<file path="src/rtl/riscv_mdu_seq.sv">
// Multi-cycle RISC-V M-extension sequencer: radix-2 shift-add multiply and, when
// RISCV_MDU_DIV_EN is defined, restoring divide. Without the macro, divide ops
// return 0 on the fast path. The result is handed to writeback via valid/ready.
module riscv_mdu_seq #(
  parameter int unsigned XLEN = 32
) (
  input  logic            clk,
  input  logic            rst,
  input  logic            in_valid,
  output logic            in_ready,
  input  logic [4:0]      rdi,
  input  logic [XLEN-1:0] a,
  input  logic [XLEN-1:0] b,
  input  logic [2:0]      funct3,
  input  logic            flush,
  output logic            out_valid,
  input  logic            out_ready,
  output logic [XLEN-1:0] result,
  output logic [4:0]      rd,
  output logic            busy
);

  localparam int unsigned CntW = $clog2(XLEN);

`ifdef RISCV_MDU_DIV_EN
  typedef enum logic [2:0] {StIdle, StMul, StDiv, StFix, StDone} state_e;
`else
  typedef enum logic [2:0] {StIdle, StMul, StFix, StDone} state_e;
`endif

  state_e              state_q, state_d;
  logic [CntW-1:0]     cnt_q, cnt_d;
  // Mul: {hi = partial product, lo = multiplier}. Div: {hi = remainder, lo = dividend/quotient}.
  logic [2*XLEN-1:0]   acc_q, acc_d;
  logic [XLEN-1:0]     mag_q, mag_d;   // multiplicand or divisor magnitude
  logic [2:0]          op_q, op_d;
  logic                sa_q, sa_d, sb_q, sb_d;
  logic [4:0]          rdp_q, rdp_d;   // rd pending until the result is ready
  logic [XLEN-1:0]     result_q, result_d;
  logic [4:0]          rd_q, rd_d;

  logic                accept, a_signed, b_signed, a_neg, b_neg;
  logic [XLEN-1:0]     a_mag, b_mag;
  logic                fast;
  logic [XLEN-1:0]     fast_res;
  logic [XLEN:0]       add_sum;
  logic [2*XLEN-1:0]   prod_fix;
  logic [XLEN-1:0]     fix_res;

  assign accept = in_valid && (state_q == StIdle) && !flush;

  // Operand signedness and magnitudes for the requested op
  always_comb begin
    a_signed = 1'b0;
    b_signed = 1'b0;
    unique case (funct3)
      3'b001, 3'b100, 3'b110: begin a_signed = 1'b1; b_signed = 1'b1; end
      3'b010:                 a_signed = 1'b1;
      default: ;
    endcase
    a_neg = a_signed && a[XLEN-1];
    b_neg = b_signed && b[XLEN-1];
    // Most-negative value maps to itself, which is its correct unsigned magnitude
    a_mag = a_neg ? -a : a;
    b_mag = b_neg ? -b : b;
  end

  // Divide corner cases that bypass the iterative datapath
  always_comb begin
    fast     = funct3[2];
    fast_res = '0;
`ifdef RISCV_MDU_DIV_EN
    if (b == '0) begin
      fast_res = funct3[1] ? a : '1;
    end else if (!funct3[0] && (a == {1'b1, {(XLEN-1){1'b0}}}) && (b == '1)) begin
      fast_res = funct3[1] ? '0 : a;
    end else begin
      fast = 1'b0;
    end
    fast = fast && funct3[2];
`endif
  end

  assign add_sum = {1'b0, acc_q[2*XLEN-1:XLEN]} + (acc_q[0] ? {1'b0, mag_q} : '0);

`ifdef RISCV_MDU_DIV_EN
  logic [XLEN:0] trial, diff;
  logic          ge;
  assign trial = {acc_q[2*XLEN-1:XLEN], acc_q[XLEN-1]};
  assign diff  = trial - {1'b0, mag_q};
  assign ge    = (trial >= {1'b0, mag_q});
`endif

  // Sign correction and output selection
  always_comb begin
    prod_fix = (sa_q ^ sb_q) ? -acc_q : acc_q;
    unique case (op_q)
      3'b000:                 fix_res = prod_fix[XLEN-1:0];
      3'b001, 3'b010, 3'b011: fix_res = prod_fix[2*XLEN-1:XLEN];
`ifdef RISCV_MDU_DIV_EN
      3'b100, 3'b101: fix_res = (sa_q ^ sb_q) ? -acc_q[XLEN-1:0] : acc_q[XLEN-1:0];
      3'b110, 3'b111: fix_res = sa_q ? -acc_q[2*XLEN-1:XLEN] : acc_q[2*XLEN-1:XLEN];
`endif
      default:                fix_res = '0;
    endcase
  end

  // Next-state and datapath updates
  always_comb begin
    state_d  = state_q;
    cnt_d    = cnt_q;
    acc_d    = acc_q;
    mag_d    = mag_q;
    op_d     = op_q;
    sa_d     = sa_q;
    sb_d     = sb_q;
    rdp_d    = rdp_q;
    result_d = result_q;
    rd_d     = rd_q;
    unique case (state_q)
      StIdle: begin
        if (accept) begin
          op_d  = funct3;
          sa_d  = a_neg;
          sb_d  = b_neg;
          rdp_d = rdi;
          cnt_d = CntW'(XLEN - 1);
          if (!funct3[2]) begin
            acc_d   = {{XLEN{1'b0}}, b_mag};
            mag_d   = a_mag;
            state_d = StMul;
          end else if (fast) begin
            result_d = fast_res;
            rd_d     = rdi;
            state_d  = StDone;
          end else begin
`ifdef RISCV_MDU_DIV_EN
            acc_d   = {{XLEN{1'b0}}, a_mag};
            mag_d   = b_mag;
            state_d = StDiv;
`endif
          end
        end
      end
      StMul: begin
        acc_d = {add_sum, acc_q[XLEN-1:1]};
        if (cnt_q == '0) state_d = StFix;
        else             cnt_d = cnt_q - CntW'(1);
      end
`ifdef RISCV_MDU_DIV_EN
      StDiv: begin
        acc_d = {(ge ? diff[XLEN-1:0] : trial[XLEN-1:0]), acc_q[XLEN-2:0], ge};
        if (cnt_q == '0) state_d = StFix;
        else             cnt_d = cnt_q - CntW'(1);
      end
`endif
      StFix: begin
        result_d = fix_res;
        rd_d     = rdp_q;
        state_d  = StDone;
      end
      StDone: begin
        if (out_ready) state_d = StIdle;
      end
      default: state_d = StIdle;
    endcase
    // Abort leaves the last delivered result and rd untouched
    if (flush) begin
      state_d  = StIdle;
      result_d = result_q;
      rd_d     = rd_q;
    end
  end

  // State registers with synchronous reset
  always_ff @(posedge clk) begin
    if (rst) begin
      state_q  <= StIdle;
      cnt_q    <= '0;
      acc_q    <= '0;
      mag_q    <= '0;
      op_q     <= '0;
      sa_q     <= 1'b0;
      sb_q     <= 1'b0;
      rdp_q    <= '0;
      result_q <= '0;
      rd_q     <= '0;
    end else begin
      state_q  <= state_d;
      cnt_q    <= cnt_d;
      acc_q    <= acc_d;
      mag_q    <= mag_d;
      op_q     <= op_d;
      sa_q     <= sa_d;
      sb_q     <= sb_d;
      rdp_q    <= rdp_d;
      result_q <= result_d;
      rd_q     <= rd_d;
    end
  end

  assign in_ready  = (state_q == StIdle);
  assign busy      = (state_q != StIdle);
  assign out_valid = (state_q == StDone);
  assign result    = result_q;
  assign rd        = rd_q;

endmodule
</file>
<file path="config.mk">
export PLATFORM = sky130hd
export DESIGN_NAME = riscv_mdu_seq
export DESIGN_NICKNAME = d
export VERILOG_FILES = /design/src/rtl/riscv_mdu_seq.sv
export SDC_FILE = /design/constraint.sdc
export NUM_CORES = 1
export LEC_CHECK = 0
export BUFFER_PORTS_ARGS = -buffer_cell sky130_fd_sc_hd__buf_4
export CAP_MARGIN = 30
export CORE_AREA = 2 2 151 153
export CTS_CLUSTER_DIAMETER = 40
export DETAILED_ROUTE_END_ITERATION = 8
export DIE_AREA = 0 0 153 155
export PLACE_DENSITY_LB_ADDON = 0.3
export SLEW_MARGIN = 15
export SYNTH_ARGS = -nofsm -noshare
export SYNTH_HDL_FRONTEND = slang
export SYNTH_SLANG_ARGS = --single-unit
</file>
<file path="constraint.sdc">
create_clock -name clk -period 4.7 [get_ports clk]
set_input_delay 0 -clock clk [delete_from_list [all_inputs] [get_ports clk]]
set_output_delay 0 -clock clk [all_outputs]
set_load 0.1 [all_outputs]
</file>
==> metrics.md <==
| Metric | Value |
|---|---|
| Status | finished clean |
| DR iter-0 viols | 995 |
| Placed Area | 11,900 sq um |
| Global route total overflow | 0 |
| Worst path depth | 13 |
| Share of cells above drive strength 1 | 12.7% |
| Worst path most repeated cell | a21oi_1 |
| Worst Setup SP | acc_q[0] |
| Skew-Pair Late Insertion Delay | 430 ps |
| Yosys cell types | 76 |
| Synth Area in Simple Gates | 24.9% |
| Final hold slack | 10.9 ps |
| Slew @ Worst Pin | 1020 ps |
| Post-route ant nets | 0 |
| Number of synthesized flops with an enable pin | 0 |
| IO Port Bufs | 116 |
| Worst-path clk slew | 70 ps |
| Synthesized instance count | 1,442 |
| Post CTS Setup Buffer Count | 0 |
| Main combinational cell family by area after synthesis | simple AND/OR/NAND/NOR gates |
| Worst Setup Path Type | reg2reg |
| Worst setup path endpoint | acc_q[61] |
| Min Clock Period, post-route | 3490 ps |
| Max clock buf depth | 2 |
| Max_slew headroom | 31.4% |
| Num CTS Buffers | 17 |
| Reg2Reg Launch Point | acc_q[0] |
| F_max | 286 MHz |
| Synth Area in Adders | 5.03% |
| Leak | 5.15 nW |
| Final setup viols | 0 |
| Cell family with most CP delay | compound AO/OA/AOI/OAI gates |
| Drt pass-1 iters | 8 |
| Core area | 22,200 sq um |
| Nets@finish | 1,674 |
| Number of max-cap violations | 0 |
| Largest net degree at the start of global routing | 89 |
| CTS Sinks | 150 |
| Final wirelength | 33.2 mm |
| Dpl hpwl | 24.9 mm |
| Seq/Total Area, Yosys | 27.7% |
| Setup tns final | 0 ps |
| R2r setup slk | 1210 ps |
| Row Count | 55 |
| DR vias | 11,100 |
| Syn_nets | 1,562 |
| Main flop type after synthesis | dfxtp_1 |
| Mapped Area | 10,800 sq um |
| Initial Util | 48.8% |
| Worst hold path depth | 4 |
| Syn Area/Cell | 7.52 sq um |
| Area Growth Syn to Fin | 19.7% |
| # H-tree levels | 4 |
| Post-Synth XOR/XNOR Area | 11.5% |
| Die H | 155 microns |
| Final hold violation count | 0 |
| Initial antenna violation count | 0 |
| Post-synthesis mux area share | 2.03% |
| Synth Area in Compound Gates | 24.9% |
| Synth warn | 0 |
| ANT cells | 0 |
| Pwr Density | 273 nW/um^2 |
| Worst Path Arrival | 3820 ps |
| Remaining DRCs | 0 |
| CTS tree | built |
| Final worst-path cycle share | 74.3% |
| Commonest cells after routing, fill and taps aside | nand2_1 (186), dfxtp_1 (150), nor2_1 (137) |
| Avg WL per Cell | 17.9 microns |
| All-Layer GR Usage | 27.6% |
| Worst VDD drop | 0.000222 V |
| CTS root buffer | clkbuf_16 |
| Worst Reg2Reg Path Length in Cells | 13 |
| Vias per cell | 6.02 |
| Min-Delay Path Class | in2reg |
| Placer Congestion | 0.978 |
| CP Buf/Inv Count | 2 |
| Vias in the first global route | 10,300 |
| Async set-reset flop share out of synthesis | 0% |
| Full die area | 23,700 sq um |
| Overall power | 3.55 mW |
| Commonest non-fill, non-tap cell in the layout | nand2_1 |
| Critical path cell sequence | buf_8, and2_1, ha_1, inv_1, fa_1, nand2b_1, a21oi_1, o31ai_1, o21ba_2, o221a_2, o41ai_2, a21oi_1, o311ai_1 |
| Biggest cell delay along the critical path | 490 ps |
| Clock skew | 15.7 ps |
| Critical-path top delay cell | o41ai_2 |
| Reg-to-Reg End | acc_q[61] |
| Fin area | 13,000 sq um |
| Fillers | 2,035 |
| Global-route wire length before repair | 53.8 mm |
| Critical Path Start Type | flop |
| Die W | 153 microns |
| Post-synthesis register bit count | 150 |
| Slew Limit Fails | 0 |
| RSZ-0062 raised after global routing | false |
| Worst path required time | 5030 ps |
| Max Fanout on Critical Path | 32 |
| Io pins | 117 |
| CP endpoint kind | flop |
[state kept, by name, summed over array words and instances, names as in the netlist]
signal   cells
result      32
rdp_q        5
mag_q       32
state_q      2
acc_q       64
sb_q         1
sa_q         1
op_q         3
cnt_q        5
rd           5
[synthesized netlist by cell type (23+ instances only)]
master | count | area share [%]
nand2_1 | 186 | 6.4
dfxtp_1 | 150 | 28
nor2_1 | 138 | 4.8
a21oi_1 | 132 | 6.1
clkbuf_1 | 81 | 2.8
xnor2_1 | 77 | 6.2
o21ai_0 | 73 | 3.4
xor2_1 | 65 | 5.3
nor3_1 | 54 | 2.5
a211oi_1 | 42 | 2.9
ha_1 | 42 | 4.8
and2_1 | 38 | 2.2
inv_1 | 29 | 1.0
nand3_1 | 23 | 1.1
[where the power goes]
group	leakage, nW	internal (mW)	switching (mW)
registers	1.22	1.31	0.0480
logic	3.63	0.302	0.470
clock network	0.299	0.765	0.646
[cell type report]
cell class	count	area (sq um)	area share, %
clock buffers	17	425	3.28
clock inverters	15	189	1.46
inverters	29	109	0.838
multi-input cells	1178	7440	57.3
flip-flops and latches	150	3000	23.1
well taps	285	357	2.75
repair buffers	178	1460	11.3
[kinds of logic (layout without fill, tap and decap cells)]
family / after synthesis / count (layout)
xor+xnor: 142 / 142
flops: 150 / 150
fa+ha+maj: 43 / 43
simple gates: 553 / 553
buf+inv: 114 / 239
mux: 22 / 22
compound gates: 418 / 418
[stage by stage]
step	cells	util [%]	setup slack, ps
5_1_grt	1852	58.4	903
4_1_cts	1851	58.3	768
3_5_place_dp	1771	53.4	798
3_3_place_gp	1770	53.4	964
6_report	1852	58.4	1210
2_1_floorplan	1442	-	1440
[per-layer routing]
metal / up-vias / GRT usage [%] / part of all wire (%)
met5: - / 0 / 0
met4: 0 / 7.58 / 2.2
met3: 51 / 5.24 / 7.5
met2: 433 / 44.4 / 45
met1: 5212 / 38.1 / 45
li1: 5444 / - / -
[worst min-delay path, delay by kind of cell]
kind	cells	cell delay [ps]
compound gates	2	220
xor+xnor	1	80
buf+inv	1	90
[worst min-delay path by stage]
stage	slack, ps	from	to
floorplan	80	flush	state_q[1]
global placement	240	flush	state_q[1]
detailed placement	250	flush	state_q[1]
CTS	1	b[0]	acc_q[0]
global route	20	b[18]	acc_q[18]
finish	10	b[18]	acc_q[18]
[repair_timing]
| item | in CTS | in global routing |
|---|---|---|
| hold buffers | 48 | 0 |
| hold endpoints to repair | 67 | 0 |
| resized for setup | 0 | 0 |
(Power assumes the default switching activity.)
